===== config.mk =====
export PLATFORM = sky130hd
export DESIGN_NAME = spm_arbiter
export DESIGN_NICKNAME = d
export VERILOG_FILES = /design/src/rtl/spm_arbiter.sv
export SDC_FILE = /design/constraint.sdc
export NUM_CORES = 1
export LEC_CHECK = 0
export CAP_MARGIN = 10
export CORE_AREA = 5 5 98 100
export CTS_BUF_LIST = sky130_fd_sc_hd__clkbuf_8 sky130_fd_sc_hd__clkbuf_16
export CTS_CLUSTER_DIAMETER = 60
export CTS_CLUSTER_SIZE = 20
export DETAILED_ROUTE_END_ITERATION = 16
export DIE_AREA = 0 0 103 105
export GPL_TIMING_DRIVEN = 0
export PLACE_DENSITY = 0.69
export SETUP_SLACK_MARGIN = 0.3
export SYNTH_ARGS = -nofsm -noshare
export SYNTH_HDL_FRONTEND = slang
export SYNTH_SLANG_ARGS = --single-unit

===== constraint.sdc =====
create_clock -name clk -period 1.5 [get_ports clk]
set_input_delay 0.225 -clock clk [delete_from_list [all_inputs] [get_ports clk]]
set_output_delay 0.225 -clock clk [all_outputs]
set_load 0.02 [all_outputs]

===== src/rtl/spm_arbiter.sv =====
// -----------------------------------------------------------------------------
// spm_arbiter
//
// Shares the single-port scratchpad memory between the instruction-fetch port
// (IF, read-only) and the mem_stage data port (MEM). One requester is granted
// per cycle. Its address, strobe, read/write and write data go to the SPM, and
// the other requester is stalled through its busy output. Read data, which the
// SPM returns one cycle after the strobe, is routed back to the port that
// issued the read. A starvation counter lets IF win one arbitration after
// STARVE_MAX consecutive denials, so fetch keeps making progress when MEM
// traffic is continuous.
//
// Configuration macro: SPM_ARB_PERF_EN
//   When defined, adds the perf_clr input and the perf_conflict and
//   perf_if_starve counters. When undefined, those ports do not exist and
//   arbitration behaves the same.
//
// Ports
//   clk            clock
//   reset          asynchronous reset, active-low (0 = reset)
//   if_addr        IF word address
//   if_as_         IF address strobe, active-low
//   if_rd_data     IF read data, zero unless if_rd_vld
//   if_rd_vld      IF read data valid
//   if_busy        IF stall (requesting but not granted)
//   mem_addr       MEM word address
//   mem_as_        MEM address strobe, active-low
//   mem_rw         MEM direction, 1 = read, 0 = write
//   mem_wr_data    MEM write data
//   mem_rd_data    MEM read data, zero unless mem_rd_vld
//   mem_rd_vld     MEM read data valid
//   mem_busy       MEM stall (requesting but not granted)
//   spm_addr       SPM address
//   spm_as_        SPM address strobe, active-low
//   spm_rw         SPM direction, 1 = read, 0 = write
//   spm_wr_data    SPM write data
//   spm_rd_data    SPM read data, valid one cycle after a read strobe
//   perf_clr       (SPM_ARB_PERF_EN) synchronous clear of the perf counters
//   perf_conflict  (SPM_ARB_PERF_EN) cycles in which both ports requested
//   perf_if_starve (SPM_ARB_PERF_EN) cycles in which IF won by starvation
// -----------------------------------------------------------------------------
module spm_arbiter #(
    parameter int ADDR_W     = 30,
    parameter int DATA_W     = 32,
    parameter int STARVE_MAX = 3
) (
    input  logic              clk,
    input  logic              reset,
    input  logic [ADDR_W-1:0] if_addr,
    input  logic              if_as_,
    output logic [DATA_W-1:0] if_rd_data,
    output logic              if_rd_vld,
    output logic              if_busy,
    input  logic [ADDR_W-1:0] mem_addr,
    input  logic              mem_as_,
    input  logic              mem_rw,
    input  logic [DATA_W-1:0] mem_wr_data,
    output logic [DATA_W-1:0] mem_rd_data,
    output logic              mem_rd_vld,
    output logic              mem_busy,
    output logic [ADDR_W-1:0] spm_addr,
    output logic              spm_as_,
    output logic              spm_rw,
    output logic [DATA_W-1:0] spm_wr_data,
    input  logic [DATA_W-1:0] spm_rd_data
`ifdef SPM_ARB_PERF_EN
    ,
    input  logic              perf_clr,
    output logic [31:0]       perf_conflict,
    output logic [31:0]       perf_if_starve
`endif
);

    typedef enum logic [1:0] {
        OWN_NONE = 2'd0,
        OWN_IF   = 2'd1,
        OWN_MEM  = 2'd2
    } rd_own_t;

    localparam logic [3:0] STARVE_LIM = 4'(STARVE_MAX);
    localparam logic       RW_READ    = 1'b1;

    logic [3:0] starve_cnt;
    rd_own_t    rd_own;
    logic       if_req;
    logic       mem_req;
    logic       starve_hit;
    logic       grant_if;
    logic       grant_mem;

    // Requests are masked while reset is held, so the SPM strobe and both
    // busy outputs stay inactive whatever the requesters drive.
    assign if_req     = reset & ~if_as_;
    assign mem_req    = reset & ~mem_as_;
    assign starve_hit = (starve_cnt >= STARVE_LIM);

    // MEM has priority on a conflict unless IF has already been denied
    // STARVE_MAX times in a row.
    assign grant_if  = if_req & (~mem_req | starve_hit);
    assign grant_mem = mem_req & ~grant_if;

    assign if_busy  = if_req & ~grant_if;
    assign mem_busy = mem_req & ~grant_mem;

    // Forward the granted port to the SPM. IF is read-only and has no write
    // data. An idle SPM sees a parked read with zero address and data.
    always_comb begin
        spm_as_     = 1'b1;
        spm_addr    = '0;
        spm_rw      = RW_READ;
        spm_wr_data = '0;
        if (grant_if) begin
            spm_as_  = 1'b0;
            spm_addr = if_addr;
        end else if (grant_mem) begin
            spm_as_     = 1'b0;
            spm_addr    = mem_addr;
            spm_rw      = mem_rw;
            spm_wr_data = mem_wr_data;
        end
    end

    // Starvation tracking and read-return ownership. rd_own records which
    // port issued the read in flight, so the next cycle's SPM data goes back
    // to that port. Writes and idle cycles leave nothing in flight.
    always_ff @(posedge clk or negedge reset) begin
        if (!reset) begin
            starve_cnt <= '0;
            rd_own     <= OWN_NONE;
        end else begin
            if (!if_req || grant_if) begin
                starve_cnt <= '0;
            end else if (starve_cnt < STARVE_LIM) begin
                starve_cnt <= starve_cnt + 4'd1;
            end

            if (grant_if) begin
                rd_own <= OWN_IF;
            end else if (grant_mem && (mem_rw == RW_READ)) begin
                rd_own <= OWN_MEM;
            end else begin
                rd_own <= OWN_NONE;
            end
        end
    end

    assign if_rd_vld   = (rd_own == OWN_IF);
    assign mem_rd_vld  = (rd_own == OWN_MEM);
    assign if_rd_data  = if_rd_vld  ? spm_rd_data : '0;
    assign mem_rd_data = mem_rd_vld ? spm_rd_data : '0;

`ifdef SPM_ARB_PERF_EN
    // Free-running event counters. They wrap naturally at 2^32, and a clear
    // takes priority over a count in the same cycle.
    always_ff @(posedge clk or negedge reset) begin
        if (!reset) begin
            perf_conflict  <= '0;
            perf_if_starve <= '0;
        end else if (perf_clr) begin
            perf_conflict  <= '0;
            perf_if_starve <= '0;
        end else begin
            if (if_req && mem_req) begin
                perf_conflict <= perf_conflict + 32'd1;
            end
            if (if_req && mem_req && starve_hit) begin
                perf_if_starve <= perf_if_starve + 32'd1;
            end
        end
    end
`endif

endmodule


==> results of run 1 <==
## synth_stat cells (all sizes together)
library cell  count  area, µm²
nor2b             2      12.51
a21oi             1      8.760
dfrtp             6      150.1
o211a             1      10.01
a22o             30      262.8
inv               1      3.750
nor3              3      26.28
conb              1      3.750
and2             98      613.1
clkbuf            6      22.52
nor2              1      6.260
nand2b            2      12.51
nand2             2      7.510
ha                1      12.51
or4               1      11.26
buf              10      93.84
## flip-flops by register name, summed over array words and instances, names as in the netlist
signal      flops
rd_own          2
starve_cnt      4
## cell families after synthesis
group / after synthesis / share of synthesized area [%]
AOI/OAI and AO/OA: 32 / 22.39
adders and majority gates: 1 / 0.9949
buffers and inverters: 17 / 9.552
DFF: 6 / 11.94
other: 1 / 0.2982
and+or+nand+nor: 109 / 54.83
## routing by layer
metal / share of wire (%) / vias to the layer above
met2: 56 / 150
met1: 31 / 1168
met3: 11 / 6
li1: - / 1225
met5: 0 / -
met4: 0.97 / 0
## critical path, cell delays in order (launching register included)
cell and delay [ns]:
dfrtp_1 0.39, ha_4 0.18, nor3_4 0.21, a21oi_2 0.11, buf_6 0.14, buf_6 0.12
buf_16 0.13, a22o_4 0.25, buf_6 0.13
## path summary, 6_finish.rpt
kind	from	to
worst max-delay path	starve_cnt[0]	spm_addr[13]
worst min-delay path	reset	starve_cnt[0]
worst max register to register	starve_cnt[0]	rd_own[1]
worst min register to register	starve_cnt[0]	starve_cnt[0]
max in group asynchronous	reset	rd_own[1]
min in group asynchronous	reset	starve_cnt[2]
## per-stage QoR
stage	cells	setup TNS (ns)	power (mW)	instance area [µm²]	hold slack [ns]
3_3_place_gp	535	-96.40	1.284	4377	0.4316
6_report	607	-55.03	1.918	5753	0.4562
5_1_grt	606	-64.87	2.012	5751	0.4739
4_1_cts	585	-50.41	1.747	5099	0.4478
3_5_place_dp	535	-99.01	1.294	4377	0.4420
2_1_floorplan	167	-2.410	0.6290	1639	-0.07059
## final cells by class
| class | count | area share (%) |
|---|---|---|
| multi-input cells | 144 | 26.21 |
| repair buffers | 328 | 63.38 |
| diodes | 1 | 0.04350 |
| inverters | 1 | 0.06525 |
| well taps | 108 | 2.349 |
| clock buffers | 3 | 0.7177 |
| flip-flops and latches | 6 | 2.610 |
| plain buffers | 16 | 4.632 |
## power by group
| part | switching, mW | internal (mW) |
|---|---|---|
| combinational | 0.532 | 0.975 |
| sequential | 0.00541 | 0.168 |
| clock | 0.0653 | 0.172 |
## cell usage in the layout, fill, tap and decap left out, types with 2 or more instances in the layout
master / n
buf_16: 2
a22o_1: 3
buf_4: 8
and2_1: 2
dlygate4sd2_1: 2
conb_1: 2
clkbuf_8: 3
nand2b_4: 2
nor2b_4: 2
a22o_4: 27
clkbuf_16: 4
and2_4: 82
buf_12: 10
clkdlybuf4s50_1: 125
buf_8: 15
and2_2: 14
nor3_2: 2
buf_6: 176
dfrtp_1: 6
nand2_1: 2
## repair_timing
| item | 4_1_cts | 5_1_grt |
|---|---|---|
| pin swaps | 24 | 48 |
| gates resized for setup | 806 | 172 |
| hold buffers | 1 | 0 |
| buffers inserted | 38 | 17 |
| endpoints found under the hold margin | 6 | 0 |
| endpoints found under the setup margin | 136 | 135 |
| cloned | 8 | 4 |
==> metrics.md, run 1 <==
| Metric | Value |
|---|---|
| Reg2reg setup slack | `-0.08 ns` |
| Yosys cell types | `18` |
| Worst Hold Class | `in2reg` |
| Hold Path Stages | `3` |
| Worst vdd ir | `between 0.00015 and 0.0002 V` |
| Die Y | `between 100 and 150 µm` |
| CTS max path bufs | `2` |
| Initial antenna violation count | `1` |
| CP endpoint kind | `output pin` |
| Status | `finished with violations` |
| Worst skew pair latency | `approximately 0.22 ns` |
| Area of the multi-input gates | `about 1500 µm²` |
| Vias in the first global route | `around 2.7k` |
| CORE AREA | `8593 µm²` |
| Area grow syn2layout | `357.5%` |
| Clock Sinks | `6` |
| Dpl hpwl | `between 7 and 8 mm` |
| Drt via density | `between 4 and 5` |
| DR pass1 iterations | `3` |
| H-tree levels | `1` |
| Met3 Use GR | `about 5.5%` |
| Global Route Usage Sum | `~16%` |
| Largest net degree at the start of global routing | `11` |
| Routing usage on met2 | `around a third` |
| WP data required | `about 1.3 ns` |
| CTS Root Cell | `clkbuf_8` |
| First-pass GRT wire length | `~13 mm` |
| LEAKAGE | `between 2 and 3 nW` |
| Reg area | `~150 µm²` |
| Top Ports | `approximately 260` |
| CTS tree | `yes` |
| Failing checks | `negative setup slack` |
| Fmax | `approximately 0.48 GHz` |
| Critical Path Start Type | `flop` |
| ANT nets after route | `0` |
| Warnings, synthesis | `0` |
| Final setup viols | `132` |
| Setup Slack @ Placement | `-1.325 ns` |
| TritonCTS Buffers | `3` |
| Post-Syn Instances | `166` |
| Syn Area/Cell | `between 7 and 8 µm²` |
| Crit path time final | `2.097 ns` |
| DR WL/cell | `approximately 16 µm` |
| Post-route clock period utilization | `139.8%` |
| Port bufs | `260` |
| Clock Skew | `about 0.00043 ns` |
| DRT Wirelength | `roughly 10 mm` |
| Post-Syn Area | `between 1000 and 1500 µm²` |
| Core Rows | `34` |
| Nets | `630` |
| Starting density of the core | `14.63%` |
| Grt total ovfl | `0` |
| Die width | `103 µm` |
| Final GP Congestion | `around 0.76` |
| Core Util, Final | `between 60% and 70%` |
| Clk slew on worst S/H paths | `0.04 ns` |
| Share of the yosys chip area belonging to registers | `about an eighth` |
| Most Used Layer, Global Route | `met2` |
| DRC Markers | `0` |
| Final slew viol count | `0` |
| Crit path max fanout | `5` |
| M1 GR Usage | `between 10% and 20%` |
| Final hold violation count | `0` |
| Critical path arrival | `approximately 1.9 ns` |
| Final Worst Setup Slack | `-0.5969 ns` |
| FF-to-FF path depth | `7` |
| Setup CP Type | `reg2out` |
| Power Dens Cells | `around 330 nW/µm²` |
| Share of layout cells above drive strength 1 | `70.88%` |
| Seq cells post-synth | `6` |
| Via Count | `roughly 2.5k` |
| RSZ-0062 raised after global routing | `yes` |
| MaxCap Viol Count | `0` |
| DR iter-0 viols | `21` |
| Fillcell total | `645` |
| Full die area | `about 11000 µm²` |
Note: power is estimated with default switching activity, not from simulation.
==> run 2, diff against run 1 <==
- PLACE_DENSITY: 0.69 -> unset
- PLACE_DENSITY_LB_ADDON: unset -> 0.08
==> metrics.md, run 2 (synthesis results as in run 1) <==
| Metric | Value |
|---|---|
| Status | `finished with violations` |
| Failing checks | `negative setup slack` |
| Crit path time final | `2.074 ns (-0.02273 ns)` |
| Via Count | `2484 (-2.6%)` |
| First-pass GRT wire length | `13.74 mm (+2.1%)` |
| Diode count | `0 (-1)` |
| Final hold violation count | `0 (unchanged)` |
| Overall power | `1.860 mW (-3.0%)` |
| Setup CP Type | `reg2out` |
| ANT nets after route | `0 (unchanged)` |
| Final setup viols | `129 (-2.3%)` |
| Clk slew on worst S/H paths | `0.04 ns (about the same)` |
| H-tree levels | `1 (unchanged)` |
| Vias in the first global route | `2569 (-3.1%)` |
| Initial antenna violation count | `0 (-1)` |
| Placed Area | `4377 µm² (unchanged)` |
| RSZ-0062 raised after global routing | `yes` |
| Top reg by flops | `starve_cnt` |
| MaxCap Viol Count | `0 (unchanged)` |
| Grt total ovfl | `0 (unchanged)` |
| CP endpoint kind | `output pin` |
| Placed insts | `535 (unchanged)` |
| Setup Total Neg Slack | `-42.13 ns (+12.90 ns)` |
| Fillcell total | `711 (+10%)` |
| Top Ports | `261 (unchanged)` |
| Global Route Usage Sum | `16.05% (+0.41 points)` |
| Max FFs per register | `4 (unchanged)` |
| Most common cell after layout, fill and taps aside | `buf_6` |
| Worst vdd ir | `0.0002421 V (+28%)` |
| Share of layout cells above drive strength 1 | `70.93% (about the same)` |
| DR iter-0 viols | `18 (-14%)` |
| Area grow syn2layout | `344.3%` |
| Clock Sinks | `6 (unchanged)` |
| Port bufs | `260 (unchanged)` |
| Crit path max fanout | `5 (unchanged)` |
| Worst skew pair latency | `0.22 ns (about the same)` |
| Final Worst Setup Slack | `-0.5742 ns (+0.02273 ns)` |
| Power Dens Cells | `332.9 nW/µm² (-0.12%)` |
| Setup Slack @ Placement | `-1.303 ns (+0.02177 ns)` |
| Nets | `624 (-0.95%)` |
| Full die area | `10820 µm² (unchanged)` |
| Fmax | `0.4821 GHz (+1.1%)` |
| Cell Count, Final, Fillers Out | `600 (-1.2%)` |
| CTS max path bufs | `2 (unchanged)` |
| DR WL/cell | `16.57 µm (+0.52%)` |
| Final instance area | `5587 µm² (-2.9%)` |
| Clock Skew | `0.002438 ns (+0.002003 ns)` |
| Dpl hpwl | `7.665 mm (+2.5%)` |
| DRT Wirelength | `9.942 mm (-0.64%)` |
| CORE AREA | `8593 µm² (unchanged)` |
| Starting density of the core | `14.63% (unchanged)` |
| TritonCTS Buffers | `3 (unchanged)` |
| WHS | `0.3334 ns (-0.1228 ns)` |
| DRC Markers | `0 (unchanged)` |
| Core Util, Final | `65.01% (-1.9 points)` |
| DR pass1 iterations | `2 (-1)` |
| Core Rows | `34 (unchanged)` |
| Critical path arrival | `1.85 ns (-0.02 ns)` |
| Die width | `103 µm (unchanged)` |
| WP data required | `1.27 ns (about the same)` |
| Die Y | `105 µm (unchanged)` |
| Worst Hold Class | `in2reg` |
| LEAKAGE | `2.665 nW (-2.6%)` |
| CTS tree | `yes` |
| Top flop regs | `starve_cnt (4), rd_own (2)` |
| Critical Path Start Type | `flop` |
| Most frequent cells in the layout | `buf_6 (176), clkdlybuf4s50_1 (125), and2_4 (92)` |
| Final GP Congestion | `0.7205 (-4.6%)` |
| Drt via density | `4.140 (-1.4%)` |
| Largest net degree at the start of global routing | `11 (unchanged)` |
| Final slew viol count | `0 (unchanged)` |
| CTS Root Cell | `clkbuf_8` |
| Post-route clock period utilization | `138.3% (-1.5 points)` |
run 2: cell count changes in the layout (fill, tap and decap cells not counted), sizes merged:
cell	delta
clkbuf	-1
diode	-1
buf	-8
clkdlybuf4s15	+3
run 2: final timing paths:
| check | from | endpoint | slack [ns] | cells after the start |
|---|---|---|---|---|
| max | starve_cnt[0] | spm_addr[17] | -0.57 | 7 |
| min | reset | starve_cnt[0] | 0.33 | 3 |
| max reg2reg | starve_cnt[0] | rd_own[1] | -0.03 | 7 |
| min reg2reg | starve_cnt[0] | starve_cnt[0] | 0.59 | 2 |
| max in group asynchronous | reset | starve_cnt[3] | 0.78 | 2 |
| min in group asynchronous | reset | starve_cnt[0] | 0.50 | 2 |
run 2: routing by layer:
layer  share of wire, %  routed length, µm  up-vias  GRT usage [%]
li1                   -                  -     1209              -
met1                 30               2985     1115          14.89
met2                 56               5614      152          32.13
met3                 12               1235        8          6.995
met4                1.1                106        0          1.943
met5                  0                  0        -              0
run 2: worst max-delay path, stage by stage, from the launching register on:
cell and delay, ns:
dfrtp_1 0.40, ha_4 0.19, nor3_4 0.15, a21oi_2 0.11, buf_6 0.15, buf_16 0.13
a22o_4 0.24, clkdlybuf4s15_2 0.25
run 2: where the power goes:
group	total [mW]	internal, mW	switching (mW)
logic	1.44	0.927	0.517
registers	0.175	0.168	0.00606
clock network	0.241	0.172	0.0687
total	1.86	1.27	0.592
run 2: final cells by class:
cell class / instances / area, µm² / share of cell area [%]
clock buffers: 3 / 41.29 / 0.7391
repair buffers: 322 / 3501 / 62.67
plain buffers: 16 / 232.7 / 4.166
well taps: 108 / 135.1 / 2.419
multi-input cells: 144 / 1523 / 27.26
inverters: 1 / 3.754 / 0.06719
flip-flops and latches: 6 / 150.1 / 2.688
run 2: repair_timing:
| action | 4_1_cts | 5_1_grt |
|---|---|---|
| cloned | 7 | 4 |
| endpoints found under the hold margin | 0 | 6 |
| setup endpoints to repair | 136 | 136 |
| gates resized for setup | 805 | 165 |
| hold buffers | 0 | 1 |
| pin swaps | 21 | 24 |
| buffers inserted | 29 | 21 |
